`src/rtl/key_schedule_expand.sv`:
```
// rtl/key_schedule_expand.sv - AES key expansion writing round-key bytes into a row-strided word memory
// Optional AES-256 support (nk_sel input, Nk=8/Nr=14) is enabled by defining KS_AES256_EN.
module key_schedule_expand #(
  parameter int unsigned ROW_STRIDE = 120,
  parameter logic [7:0]  RCON_INIT  = 8'h01
) (
  input  logic        ap_clk,
  input  logic        ap_rst,
  input  logic        ap_start,
  output logic        ap_done,
  output logic        ap_idle,
  output logic        ap_ready,
`ifdef KS_AES256_EN
  input  logic        nk_sel,
`endif
  output logic [4:0]  key_address0,
  output logic        key_ce0,
  input  logic [31:0] key_q0,
  output logic [7:0]  sbox_address0,
  output logic        sbox_ce0,
  input  logic [31:0] sbox_q0,
  output logic [7:0]  sbox_address1,
  output logic        sbox_ce1,
  input  logic [31:0] sbox_q1,
  output logic [8:0]  word_address0,
  output logic        word_ce0,
  output logic        word_we0,
  output logic [31:0] word_d0,
  output logic [8:0]  word_address1,
  output logic        word_ce1,
  output logic        word_we1,
  output logic [31:0] word_d1
);

  typedef enum logic [3:0] {IDLE, KRD, KWR, HEAD, SB0, SB1, SB2, WR0, WR1} state_t;

  state_t          state_q, state_d;
  logic [5:0]      col_q, col_d;   // key-load column, then reused as word index i
  logic [1:0]      row_q, row_d;
  logic [7:0]      rcon_q, rcon_d;
  logic            nk8_q, nk8_d;
  logic [3:0][7:0] win_q [8];
  logic [3:0][7:0] win_d [8];
  logic [3:0][7:0] temp_q, temp_d;

  logic [2:0]      last_col;
  logic [5:0]      end_col;
  logic            rot_col, sub_col;
  logic [3:0][7:0] prev_w, new_w;
  logic            unused_hi;

  assign unused_hi = ^{key_q0[31:8], sbox_q0[31:8], sbox_q1[31:8]};

  // win_q[0] holds w[i-Nk], win_q[last_col] holds w[i-1]
  always_comb begin
    last_col = nk8_q ? 3'd7 : 3'd3;
    end_col  = nk8_q ? 6'd60 : 6'd44;
    rot_col  = nk8_q ? (col_q[2:0] == 3'd0) : (col_q[1:0] == 2'd0);
    sub_col  = nk8_q && (col_q[2:0] == 3'd4);
    prev_w   = win_q[last_col];
    new_w    = win_q[0] ^ temp_q;
  end

  function automatic logic [8:0] byte_addr(input logic [1:0] r, input logic [5:0] c);
    return 9'(32'(r) * ROW_STRIDE + 32'(c));
  endfunction

  always_ff @(posedge ap_clk) begin
    if (ap_rst) state_q <= IDLE;
    else        state_q <= state_d;
  end

  always_ff @(posedge ap_clk) begin
    if (ap_rst) begin
      col_q  <= '0;
      row_q  <= '0;
      rcon_q <= RCON_INIT;
      nk8_q  <= 1'b0;
      temp_q <= '0;
      for (int j = 0; j < 8; j++) win_q[j] <= '0;
    end else begin
      col_q  <= col_d;
      row_q  <= row_d;
      rcon_q <= rcon_d;
      nk8_q  <= nk8_d;
      temp_q <= temp_d;
      win_q  <= win_d;
    end
  end

  always_comb begin
    state_d = state_q;
    case (state_q)
      IDLE: if (ap_start) state_d = KRD;
      KRD:  state_d = KWR;
      KWR:  state_d = (row_q == 2'd3 && col_q[2:0] == last_col) ? HEAD : KRD;
      HEAD: begin
        if (col_q == end_col)       state_d = IDLE;
        else if (rot_col || sub_col) state_d = SB0;
        else                        state_d = WR0;
      end
      SB0:  state_d = SB1;
      SB1:  state_d = SB2;
      SB2:  state_d = WR0;
      WR0:  state_d = WR1;
      WR1:  state_d = HEAD;
      default: state_d = IDLE;
    endcase
  end

  always_comb begin
    col_d  = col_q;
    row_d  = row_q;
    rcon_d = rcon_q;
    nk8_d  = nk8_q;
    temp_d = temp_q;
    win_d  = win_q;
    case (state_q)
      IDLE: begin
        if (ap_start) begin
          col_d  = '0;
          row_d  = '0;
          rcon_d = RCON_INIT;
`ifdef KS_AES256_EN
          nk8_d  = nk_sel;
`else
          nk8_d  = 1'b0;
`endif
        end
      end
      KWR: begin
        win_d[col_q[2:0]][row_q] = key_q0[7:0];
        row_d = row_q + 2'd1;
        if (row_q == 2'd3) col_d = col_q + 6'd1;
      end
      HEAD: if (!(rot_col || sub_col)) temp_d = prev_w;
      SB1: begin
        temp_d[0] = sbox_q0[7:0];
        temp_d[1] = sbox_q1[7:0];
      end
      SB2: begin
        temp_d[2] = sbox_q0[7:0];
        temp_d[3] = sbox_q1[7:0];
        if (rot_col) begin
          temp_d[0] = temp_q[0] ^ rcon_q;
          rcon_d    = {rcon_q[6:0], 1'b0} ^ (rcon_q[7] ? 8'h1b : 8'h00);
        end
      end
      WR1: begin
        for (int j = 0; j < 7; j++) if (3'(j) < last_col) win_d[j] = win_q[j+1];
        win_d[last_col] = new_w;
        col_d = col_q + 6'd1;
      end
      default: ;
    endcase
  end

  always_comb begin
    ap_idle       = 1'b0;
    ap_done       = 1'b0;
    ap_ready      = 1'b0;
    key_ce0       = 1'b0;
    key_address0  = {col_q[2:0], row_q};
    sbox_ce0      = 1'b0;
    sbox_ce1      = 1'b0;
    sbox_address0 = prev_w[0];
    sbox_address1 = prev_w[1];
    word_ce0      = 1'b0;
    word_we0      = 1'b0;
    word_address0 = byte_addr(row_q, col_q);
    word_d0       = '0;
    word_ce1      = 1'b0;
    word_we1      = 1'b0;
    word_address1 = byte_addr(2'd1, col_q);
    word_d1       = '0;
    case (state_q)
      IDLE: ap_idle = !ap_start;
      KRD:  key_ce0 = 1'b1;
      KWR: begin
        word_ce0 = 1'b1;
        word_we0 = 1'b1;
        word_d0  = {24'd0, key_q0[7:0]};
      end
      HEAD: begin
        ap_done  = (col_q == end_col);
        ap_ready = (col_q == end_col);
      end
      SB0: begin
        sbox_ce0      = 1'b1;
        sbox_ce1      = 1'b1;
        sbox_address0 = rot_col ? prev_w[1] : prev_w[0];
        sbox_address1 = rot_col ? prev_w[2] : prev_w[1];
      end
      SB1: begin
        sbox_ce0      = 1'b1;
        sbox_ce1      = 1'b1;
        sbox_address0 = rot_col ? prev_w[3] : prev_w[2];
        sbox_address1 = rot_col ? prev_w[0] : prev_w[3];
      end
      WR0: begin
        word_ce0      = 1'b1;
        word_we0      = 1'b1;
        word_address0 = byte_addr(2'd0, col_q);
        word_d0       = {24'd0, new_w[0]};
        word_ce1      = 1'b1;
        word_we1      = 1'b1;
        word_address1 = byte_addr(2'd1, col_q);
        word_d1       = {24'd0, new_w[1]};
      end
      WR1: begin
        word_ce0      = 1'b1;
        word_we0      = 1'b1;
        word_address0 = byte_addr(2'd2, col_q);
        word_d0       = {24'd0, new_w[2]};
        word_ce1      = 1'b1;
        word_we1      = 1'b1;
        word_address1 = byte_addr(2'd3, col_q);
        word_d1       = {24'd0, new_w[3]};
      end
      default: ;
    endcase
  end

endmodule
```
`config.mk`:
```
export PLATFORM = sky130hd
export DESIGN_NAME = key_schedule_expand
export DESIGN_NICKNAME = d
export VERILOG_FILES = /design/src/rtl/key_schedule_expand.sv
export SDC_FILE = /design/constraint.sdc
export NUM_CORES = 1
export LEC_CHECK = 0
export ABC_AREA = 1
export CAP_MARGIN = 20
export CORE_AREA = 3 3 148 150
export DETAILED_ROUTE_END_ITERATION = 8
export DIE_AREA = 0 0 151 153
export HOLD_SLACK_MARGIN = 0.06
export PLACE_DENSITY_LB_ADDON = 0.25
export SYNTH_ARGS = -nofsm -noshare
export SYNTH_HDL_FRONTEND = slang
export SYNTH_SLANG_ARGS = --single-unit
```
`constraint.sdc`:
```
create_clock -name ap_clk -period 2.3 [get_ports ap_clk]
set_input_delay 0.23 -clock ap_clk [delete_from_list [all_inputs] [get_ports ap_clk]]
set_output_delay 0.23 -clock ap_clk [all_outputs]
set_load 0.005 [all_outputs]
```
# Word level (Yosys, flattened, before mapping)
# Cells that the tools add are included.
[totals]
ram_bits = 0
n_memories = 0
input_bits = 99
output_inout_bits = 113
latchBits = 0
rom_bits = 0
word_cells = 135
regBits = 308
[classes]
muxes = 41
bitwise = 5
div_mod_pow = 0
order_cmp = 4
mul = 1
addsub = 6
shift = 0
reduce_logical = 23
eq_ne = 15
[op_table]
columns = ["operator", "n"]
rows = [
  ["$pmux W256 S2", 1],
  ["$bwmux W256", 1],
  ["$demux W32 S3", 1],
  ["$pmux W8 S2", 5],
  ["$mux W32", 2],
  ["$mux W8", 8],
  ["$pmux W8 S3", 2],
  ["$pmux W4 S9", 1],
  ["$pmux W16 S2", 1],
  ["$xor A32 B32 Y32", 1],
  ["$pmux W6 S3", 1],
  ["$pmux W9 S2", 1],
  ["$demux W8 S2", 1],
  ["$eq A4 B3 Y1 const B", 4],
  ["$mux W6", 2],
  ["$reduce_bool A2 Y1", 5],
  ["$add A8 B6 Y9 const A", 1],
  ["$add A9 B6 Y9", 1],
  ["$add A9 B6 Y9 const A", 1],
  ["$mux W9", 1],
  ["$reduce_and A3 Y1", 3],
  ["$add A7 B6 Y8 const A", 1],
  ["$eq A4 B2 Y1 const B", 2],
  ["$ne A2 B2 Y1 const B", 4],
  ["other kinds (30)", 44],
]

# Depth between registers and ports, before layout
# Gate-level depths: netlist (run 1).
[depth]
word_depth = 8
ltp_mapped = 11

# Worst setup path before layout (run 1)
# No wires, ideal clock.
[synth_timing]
path_kind = "register -> output"
start = "reg row_q[0]"
end = "out word_address0[7]"
n_path_buf = 0
arrival_ns = 1.683
required_ns = 2.070
path_slack_ns = 0.387
path_stages_with_launch = 8
cell_sequence = "dfxtp_1 -> inv_1 -> ha_1 -> fa_1 -> a21oi_1 -> xnor2_1 -> nand2_1 -> nand2_1"
[synth_between]
elab_chain_cells = 3
[synth_lines]
columns = ["item", "line", "text"]
rows = [
  ["start, declared", "39", "logic [1:0] row_q, row_d;"],
  ["start signal, assigned", "83", "row_q <= row_d;"],
  ["$mul A2 B4 Y6", "65", "return 9'(32'(r) * ROW_STRIDE + 32'(c));"],
  ["$add A9 B6 Y9", "65", ""],
  ["$pmux W9 S2", "176", "case (state_q)"],
  ["end, declared", "25", "output logic [8:0] word_address0,"],
]
# No other way between the ends.

# Worst setup path after layout (run 1)
[layout_timing]
start = "reg row_q[1]"
end = "out word_address0[8]"
# Same word-level chain as after synthesis.

==> results of run 1 <==
-- registers in the layout, summed over array words and instances (netlist names) --
name	count
col_q	6
win_q	128
row_q	2
rcon_q	8
temp_q	32
state_q	4
-- worst max-delay path, cell delays in order, from the launching register on --
cell      delay [ns]
dfxtp_2         0.34
inv_2           0.06
ha_4            0.25
buf_6           0.12
ha_4            0.25
nand3b_1        0.10
nand2_2         0.13
nand3_2         0.07
nand2_1         0.09
o22ai_1         0.07
buf_2           0.13
-- cells in the final DEF, fill, tap and decap left out, types with 4 or more instances in the layout --
cell	synthesis	final
inv_1	198	185
o21ai_0	120	119
o22ai_1	9	9
nand2_2	7	6
clkdlybuf4s50_1	0	52
a21oi_1	27	24
buf_2	39	6
xor2_1	30	30
buf_4	64	55
o211a_1	5	5
conb_1	1	48
o211ai_1	22	22
dfxtp_2	0	5
dlygate4sd2_1	0	26
nand3_1	241	239
nand2_4	10	16
inv_8	0	4
xnor2_1	10	9
ha_4	0	7
buf_12	1	8
buf_6	0	6
clkbuf_16	0	18
inv_2	2	11
nand2_1	507	502
o221ai_1	18	17
ha_1	22	14
nor2_1	145	138
dfxtp_1	180	172
nor2_4	1	7
nor2_2	4	5
clkinvlp_4	0	7
-- repair_timing --
item / 4_1_cts / 5_1_grt
gates cloned: 4 / 1
pin swaps: 9 / 15
buffers inserted: 12 / 10
resized for setup: 109 / 29
endpoints found under the hold margin: 0 / 0
endpoints found under the setup margin: 49 / 23
-- logic make-up (layout without fill, tap and decap cells) --
group	Yosys count	count (layout)	synth area share [%]
AOI/OAI and AO/OA	206	206	10.98
muxes	2	2	0.1826
and+or+nand+nor	921	921	35.47
other	1	48	0.03419
adders and majority gates	23	23	2.692
DFF	180	180	32.86
buffers and inverters	345	398	14.59
xor gates and xnor gates	40	40	3.194
-- final cells by class --
| cell class | count | area (sq um) |
|---|---|---|
| fill | 1896 | 7725 |
| sequential | 180 | 3621 |
| clock inverter | 13 | 140.1 |
| inverter | 201 | 769.5 |
| clock buffer | 19 | 442.9 |
| multi-input combinational | 1240 | 6157 |
| timing repair buffer | 165 | 1623 |
| tap | 275 | 344.1 |
-- power groups by stage --
stage	Combinational, uW	Sequential, uW	Clock [uW]
2_1_floorplan	653	3290	0
3_3_place_gp	917	3320	0
3_5_place_dp	927	3320	0
4_1_cts	977	3250	2990
5_1_grt	1120	3260	3120
6_report	1030	3260	2980
-- metal layers --
layer	vias to the layer above	global-route usage [%]	part of all wire, %
met3	82	7.323	11
met1	5152	42.30	42
met2	626	44.68	44
li1	5539	-	-
met4	0	11.10	3.4
met5	-	0	0
-- worst min-delay path by stage --
stage,from,endpoint,slack [ns],depth (start not counted)
after detailed placement,rcon_q[0],rcon_q[0],0.51,2
after global routing,sbox_q1[4],temp_q[12],0.51,5
after floorplan,ap_rst,row_q[1],0.30,1
final,sbox_q1[0],temp_q[8],0.47,5
after global placement,rcon_q[0],rcon_q[0],0.51,2
after CTS,sbox_q1[0],temp_q[8],0.46,5
-- metrics by stage --
step | hold WS, ns | total power (uW)
3_5_place_dp | 0.5143 | 4246
4_1_cts | 0.4628 | 7218
2_1_floorplan | 0.2991 | 3945
3_3_place_gp | 0.5105 | 4234
6_report | 0.4663 | 7266
5_1_grt | 0.5093 | 7501
==> run_results.csv, run 1 <==
group,metric,value,unit
synthesis,ys_ff_latch,180,
synthesis,yosys_warnings,0,
clock_network,clockBufferDepth,2,
finish,drive_gt1_share,10.56,%
global_routing,grt_usage,30.08,%
die,dieHeight,153,um
critical_path,path_class,"flip-flop to primary output",
clock_network,htreeDepth,4,
sta,fin_setup_tns,0,ns
global_routing,grt_pass1_wl,54.59,mm
placement,gp_congestion,0.9453,
synthesis,yosys-top-cells-count,"nand2_1, nand3_1, inv_1, dfxtp_1, nor2_1",
placement,postPlaceCellArea,12000,sq um
run_status,status,"completed",
detailed_routing,dr_total_vias,11399,
synthesis,ys_seq_area_share,32.86,%
power_and_ir_drop,p_seq_share,44.8,%
synthesis,yosys.area.top_type,"dfxtp_1",
global_routing,overflow,0,
power_and_ir_drop,p_leak,0.006913,uW
synthesis,synth.most_common_cell,"nand2_1",
die,die_x,151,um
clock_network,hold_buffers,0,
clock_network,clock-sinks,180,
worst_hold_path,min_path_type,"input port to flip-flop",
synthesis,syn_avg_cell_area,6.383,sq um
power_and_ir_drop,p_sw,2151,uW
power_and_ir_drop,p_per_area,554.8,nW/um^2
sta,rsz0062_at_grt,"true",
sta,hold_viol_final,0,
die,rows,53,
synthesis,async_flop_share,0,%
synthesis,ys_types,37,
clock_network,root_buffer,"clkbuf_16",
detailed_routing,drt_iter0_drc,1313,
critical_path,crit_path_end,"word_address0[8]",
critical_path,crit_path_end_kind,"primary output",
placement,dp_hpwl,24.73,mm
critical_path,crit_start,"row_q[1]",
finish,diodes,0,
detailed_routing,first_pass_iters,7,
power_and_ir_drop,ir_worst_vdd,0.0003699,V
detailed_routing,wl_per_cell,17.22,um
global_routing,grt_max_degree,54,
job,drv_cap,0,
critical_path,critPathArrivalTime,2.04,ns
critical_path,r2r_cells,11,
power_and_ir_drop,combinationalPowerShare,14.2,%
placement,port_buffers,91,
sta,fin_crit,2.274,ns
die,die-area,23100,sq um
global_routing,antenna_found_initial,0,
sta,slew_viol_final,0,
finish,layout.nets,1927,
critical_path,path_max_fanout,4,
clock_network,tritoncts,"done",
finish,utilization,62.90,%
critical_path,reg2reg_from,"row_q[1]",
detailed_routing,viasPerCell,5.446,
finish,instances_no_fill,2093,
synthesis,synth_area,10970,sq um
detailed_routing,final_antenna_net_count,0,
synthesis,synth_cells,1718,
sta,fin_skew,0.01201,ns
detailed_routing,post-route-drc-count,0,
detailed_routing,wirelength,36.04,mm
sta,slew_headroom,61.25,%
critical_path,cp.required,2.07,ns
critical_path,startpoint_type,"flip-flop",
clock_network,cts_inserted_buffers,17,
synthesis,yosys-top-cells-area,"dfxtp_1, nand2_1, nand3_1",
die,start_util,52.67,%
sta,setup_slack,0.02558,ns
global_routing,grt_pass1_vias,9804,
die,coreArea,20820,sq um
synthesis,synth_top_area_share,32.86,%
die,io_pins,212,
clock_network,path_clk_slew,0.07,ns
finish,syn_to_final_growth,19.43,%
sta,setup_violations,0,
synthesis,synth-edff-count,0,
power_and_ir_drop,switching_share,29.60,%
sta,worstMarginPinSlew,0.5806,ns
finish,stdcell_area,13100,sq um
placement,dp.cells,2034,
critical_path,r2r-end,"win_q[159]",
sta,min_period_over_period,98.89,%
power_and_ir_drop,power.internal,5116,uW
synthesis,synth_top_flop_cell,"dfxtp_1",
power_and_ir_drop,pwr-share-clk,41.0,%
placement,pre_cts_slack,-0.003217,ns
critical_path,ff2ff_setup_slack,0.29,ns
clock_network,clkLatencyLatePin,0.45,ns
sta,clock.fmax,0.4397,GHz
Note: power is estimated with default switching activity, not from simulation.
==> inputs of run 2 (changes only) <==
--- a/config.mk
+++ b/config.mk
@@ -11,6 +11,7 @@
 export DETAILED_ROUTE_END_ITERATION = 8
 export DIE_AREA = 0 0 151 153
 export HOLD_SLACK_MARGIN = 0.06
+export MAX_ROUTING_LAYER = met4
 export PLACE_DENSITY_LB_ADDON = 0.25
 export SYNTH_ARGS = -nofsm -noshare
 export SYNTH_HDL_FRONTEND = slang
==> constraint.sdc (replaced) <==
create_clock -name ap_clk -period 2.6 [get_ports ap_clk]
set_input_delay 0.26 -clock ap_clk [delete_from_list [all_inputs] [get_ports ap_clk]]
set_output_delay 0.26 -clock ap_clk [all_outputs]
set_load 0.005 [all_outputs]
==> run 2 against run 1 <==
Clock-buffer cell count is the same. Core utilization shrank 1.9 points. Cell count shrank 1.4%. Global-route usage is essentially flat. Total power shrank 12%. Combinational power shrank 17%. Worst setup slack gained 0.0038 ns. Clock power shrank 12%. Critical endpoint is now word_d0[7].
==> run_results.csv, run 2 (synthesized netlist as in run 1, its figures left out) <==
group,metric,value,unit
placement,gp_congestion,0.9392,
placement,port_buffers,91,
die,coreArea,20820,sq um
global_routing,grt_pass1_wl,53.56,mm
critical_path,path_delay_family,"buffers and inverters",
die,die_x,151,um
clock_network,clock-sinks,180,
global_routing,antenna_found_initial,0,
global_routing,grt_pass1_vias,9828,
worst_hold_path,hold_depth,5,
clock_network,hold_buffers,0,
sta,worstMarginPinSlew,0.6380,ns
sta,fin_skew,0.01178,ns
power_and_ir_drop,total_power,6363,uW
global_routing,overflow,0,
critical_path,r2r-end,"win_q[164]",
clock_network,root_buffer,"clkbuf_16",
detailed_routing,viasPerCell,5.481,
critical_path,path_class,"flip-flop to primary output",
clock_network,htreeDepth,4,
die,rows,53,
sta,rsz0062_at_grt,"true",
critical_path,ff2ff_setup_slack,0.45,ns
clock_network,clkLatencyLatePin,0.44,ns
power_and_ir_drop,ir_worst_vdd,0.0003419,V
job,drv_cap,0,
placement,dp_hpwl,24.57,mm
die,die-area,23100,sq um
critical_path,reg2reg_from,"state_q[1]",
sta,min_period_over_period,98.87,%
sta,setup_slack,0.02940,ns
worst_hold_path,hp-start,"sbox_q1[5]",
critical_path,startpoint_type,"flip-flop",
finish,top_regs,"win_q: 128 flops, temp_q: 32 flops, rcon_q: 8 flops",
run_status,status,"completed",
clock_network,cts_inserted_buffers,17,
power_and_ir_drop,p_leak,0.006685,uW
critical_path,cpPeakStageDelay,0.59,ns
sta,hold_viol_final,0,
critical_path,cp.required,2.34,ns
detailed_routing,final_antenna_net_count,0,
worst_hold_path,min_to,"temp_q[13]",
critical_path,cpMaxStageDelayCell,"clkdlybuf4s50_1",
placement,pre_cts_slack,0.2208,ns
finish,largest-register,"win_q",
critical_path,path_max_fanout,11,
clock_network,path_clk_slew,0.08,ns
sta,slew_viol_final,0,
sta,slew_headroom,57.47,%
power_and_ir_drop,p_per_area,500.6,nW/um^2
clock_network,tritoncts,"done",
global_routing,grt_max_degree,99,
finish,utilization,61.04,%
detailed_routing,wl_per_cell,16.93,um
critical_path,cp_cell_sequence,"nand2_1 > nor2_2 > inv_1 > o221ai_1 > clkdlybuf4s50_1",
global_routing,grt_usage,30.06,%
die,io_pins,212,
sta,fin_crit,2.571,ns
sta,setup_violations,0,
sta,clock.fmax,0.3890,GHz
critical_path,crit_path_end_kind,"primary output",
finish,layout.nets,1898,
detailed_routing,drt_iter0_drc,1309,
detailed_routing,first_pass_iters,8,
die,start_util,52.67,%
critical_path,critPathArrivalTime,2.31,ns
finish,diodes,0,
finish,mostFrequentLayoutCell,"nand2_1",
die,dieHeight,153,um
finish,syn_to_final_growth,15.89,%
finish,mostFrequentLayoutCells,"nand2_1, nand3_1, inv_1",
detailed_routing,post-route-drc-count,0,
detailed_routing,dr_total_vias,11312,
finish,largest_register_ffs,128,
finish,drive_gt1_share,7.323,%
worst_hold_path,min_path_type,"input port to flip-flop",
detailed_routing,wirelength,34.94,mm
critical_path,path_buf_inv,2,
critical_path,r2r_cells,9,
clock_network,clockBufferDepth,2,
[run 2: what timing repair did]
action	4_1_cts	5_1_grt
pin swaps	3	5
resized for setup	18	24
endpoints found under the setup margin	25	31
setup buffers	4	3
cloned	1	3
[run 2: per-stage QoR]
stage | instance area [sq um] | hold WS [ns] | setup TNS (ns) | instances
2_1_floorplan | 11140 | 0.3291 | 0 | 1765
3_3_place_gp | 11890 | 0.4951 | 0 | 2021
3_5_place_dp | 11890 | 0.5024 | 0 | 2021
4_1_cts | 12570 | 0.5117 | -0.06246 | 2058
5_1_grt | 12710 | 0.5403 | -0.2068 | 2064
6_report | 12710 | 0.4995 | 0 | 2064
[run 2: worst reg2reg max path: stages, from the launching register on]
cell	delay, ns
dfxtp_1	0.37
nor2_1	0.33
nand2_4	0.26
buf_4	0.28
nand2_1	0.34
nand2_4	0.16
nand2_1	0.09
nand3_1	0.09
nand2_1	0.09
inv_1	0.05
[run 2: power breakdown]
group | total, uW | switching (uW) | internal [uW]
logic | 851 | 552 | 299
registers | 2880 | 68.6 | 2810
clock network | 2630 | 1230 | 1410
[run 2: how the worst max path moves through the flow]
stage                from               end  cells after the start
2_1_floorplan    row_q[0]  word_address0[7]                      7
3_3_place_gp     row_q[0]  word_address0[7]                      8
3_5_place_dp     row_q[0]  word_address0[7]                      8
4_1_cts          row_q[0]  word_address0[7]                      8
5_1_grt        state_q[1]        word_d0[4]                      5
6_report       state_q[1]        word_d0[7]                      5
[run 2: final cells by class]
class | count | area (sq um)
inverters | 201 | 764.5
fillers | 1964 | 8113
well taps | 275 | 344.1
clock buffers | 19 | 452.9
flip-flops and latches | 180 | 3610
clock inverters | 13 | 136.4
multi-input cells | 1240 | 6025
repair buffers | 134 | 1365
repair inverters | 2 | 12.51
[run 2: layer usage]
metal / up-vias / routed length [um] / part of all wire, % / global-route usage, %
met5: - / 0 / 0 / -
met4: 0 / 1210 / 3.5 / 10.10
met3: 83 / 4031 / 12 / 5.722
met2: 629 / 15170 / 43 / 43.47
met1: 5120 / 14530 / 42 / 42.17
li1: 5480 / - / - / -
==> inputs of run 3 (changes only) <==
--- a/config.mk
+++ b/config.mk
@@ -7,9 +7,9 @@
 export LEC_CHECK = 0
 export ABC_AREA = 1
 export CAP_MARGIN = 20
-export CORE_AREA = 3 3 148 150
+export CORE_AREA = 3 3 196 198
 export DETAILED_ROUTE_END_ITERATION = 8
-export DIE_AREA = 0 0 151 153
+export DIE_AREA = 0 0 199 201
 export HOLD_SLACK_MARGIN = 0.06
 export MAX_ROUTING_LAYER = met4
 export PLACE_DENSITY_LB_ADDON = 0.25
==> run 3 against run 2 <==
First-iteration DRC count is 26% lower. Combinational power rose by 2%. Total power down 0.82%. Register-to-register slack lost 0.04 ns. Core utilization down 26 points. Wire length increased by 13%. Cell count grew 9.5%. Critical path depth unchanged. Critical path type unchanged. Largest power group unchanged.
==> run_results.csv, run 3 (synthesized netlist as in run 1, its figures left out) <==
group,metric,value,unit
run_status,status,"completed",
clock_network,path_clk_slew,0.07,ns
global_routing,use_met1,28.62,%
power_and_ir_drop,ir_worst_vdd,0.0003973,V
clock_network,hold_buffers,0,
finish,mostFrequentLayoutCells,"nand2_1, nand3_1, inv_1",
clock_network,tritoncts,"done",
global_routing,grt_max_degree,57,
sta,fin_setup_tns,0,ns
global_routing,antenna_found_initial,0,
power_and_ir_drop,pwr-share-clk,40.6,%
power_and_ir_drop,switching_share,28.67,%
critical_path,path_max_fanout,7,
global_routing,busiest_layer,"met1",
finish,top_regs,"win_q: 128 flops, temp_q: 32 flops, rcon_q: 8 flops",
clock_network,clock-sinks,180,
detailed_routing,post-route-drc-count,0,
sta,setup_violations,0,
global_routing,grt_pass1_wl,59.97,mm
global_routing,overflow,0,
sta,clock.fmax,0.3985,GHz
critical_path,cp.required,2.34,ns
global_routing,use_met2,28.34,%
sta,holdWs,0.5224,ns
critical_path,path_class,"flip-flop to primary output",
sta,worstMarginPinSlew,0.6705,ns
sta,fin_crit,2.509,ns
die,start_util,29.88,%
power_and_ir_drop,p_per_area,484.7,nW/um^2
finish,syn_to_final_growth,18.72,%
die,rows,70,
job,drv_cap,0,
power_and_ir_drop,p_leak,0.006815,uW
finish,largest-register,"win_q",
power_and_ir_drop,power.internal,4501,uW
critical_path,critPathArrivalTime,2.25,ns
die,coreArea,36700,sq um
sta,rsz0062_at_grt,"false",
detailed_routing,first_pass_iters,5,
die,dieHeight,201,um
sta,min_period_over_period,96.52,%
clock_network,clockBufferDepth,2,
finish,layout.nets,1902,
critical_path,crit_path_end_kind,"primary output",
clock_network,cts_inserted_buffers,17,
placement,dp_hpwl,28.30,mm
finish,largest_register_ffs,128,
placement,gp_congestion,0.8988,
detailed_routing,dr_total_vias,11058,
global_routing,grt_pass1_vias,9950,
sta,hold_viol_final,0,
global_routing,groute.layer.met3.usage,2.887,%
detailed_routing,drt_iter0_drc,971,
finish,diodes,0,
clock_network,clkLatencyLatePin,0.44,ns
sta,slew_headroom,55.25,%
power_and_ir_drop,p_sw,1809,uW
die,die_x,199,um
detailed_routing,viasPerCell,4.891,
clock_network,root_buffer,"clkbuf_16",
detailed_routing,wl_per_cell,17.51,um
detailed_routing,final_antenna_net_count,0,
power_and_ir_drop,combinationalPowerShare,13.7,%
die,io_pins,212,
finish,drive_gt1_share,7.641,%
clock_network,htreeDepth,4,
critical_path,startpoint_type,"flip-flop",
global_routing,grt_usage,19.93,%
worst_hold_path,min_path_type,"flip-flop to flip-flop",
finish,mostFrequentLayoutCell,"nand2_1",
sta,fin_skew,0.01369,ns
power_and_ir_drop,p_seq_share,45.7,%
detailed_routing,wirelength,39.60,mm
sta,slew_viol_final,0,
placement,port_buffers,91,
die,die-area,40000,sq um
## run 3: cell count changes in the layout (fill, tap and decap cells not counted), sizes merged, moves of 4 or more
| cell | change |
|---|---|
| clkdlybuf4s50 | -9 |
| dlygate4sd2 | +4 |
| inv | -8 |
| buf | +6 |
| dlymetal6s2s | +4 |
| clkinv | +6 |
## run 3: per-layer routing
layer	up-vias	wire, um
li1	5483	-
met1	5095	18700
met2	408	16960
met3	72	2636
met4	0	1301
met5	-	0
## run 3: final cells by class
class                   instances  area [sq um]
inverters                     201         773.2
well taps                     468         585.6
flip-flops and latches        180          3610
clock inverters                12         105.1
repair buffers                140          1439
multi-input cells            1240          6041
fillers                      3933         23680
clock buffers                  20         466.7
## run 3: power groups by stage
stage	Clock, uW	Sequential (uW)	Combinational (uW)
5_1_grt	2720	2890	959
3_5_place_dp	0	2940	832
4_1_cts	2620	2880	854
3_3_place_gp	0	2940	827
6_report	2560	2880	867
2_1_floorplan	0	2910	577
## run 3: final timing paths
path,start,endpoint,slack [ns],depth (start not counted)
min reg2reg,rcon_q[0],rcon_q[0],0.52,2
max,col_q[4],word_address1[5],0.09,5
min,rcon_q[0],rcon_q[0],0.52,2
max reg2reg,row_q[0],win_q[153],0.41,9
## run 3: worst max-delay path, cell delays in order (launching register included)
cell,delay [ns]
dfxtp_2,0.43
inv_1,0.20
ha_1,0.23
ha_1,0.26
mux2i_1,0.14
clkdlybuf4s50_1,0.53
## run 3: what timing repair did
action | 4_1_cts | 5_1_grt
setup buffers | 9 | 2
setup endpoints to repair | 33 | 30
cloned | 1 | 1
pin swaps | 4 | 5
gates resized for setup | 30 | 25
## run 3: stage by stage
stage | setup slack [ns] | util, % | total power, uW | std cells | cell area (sq um)
after global placement | 0.1600 | 33.09 | 3764 | 2216 | 12140
after floorplan | 0.6566 | - | 3490 | 1765 | 11140
final | 0.09057 | 35.48 | 6311 | 2261 | 13020
after global routing | 0.005806 | 35.48 | 6568 | 2261 | 13020
after detailed placement | 0.1926 | 33.09 | 3769 | 2216 | 12140
after CTS | -0.1020 | 35.11 | 6350 | 2258 | 12880
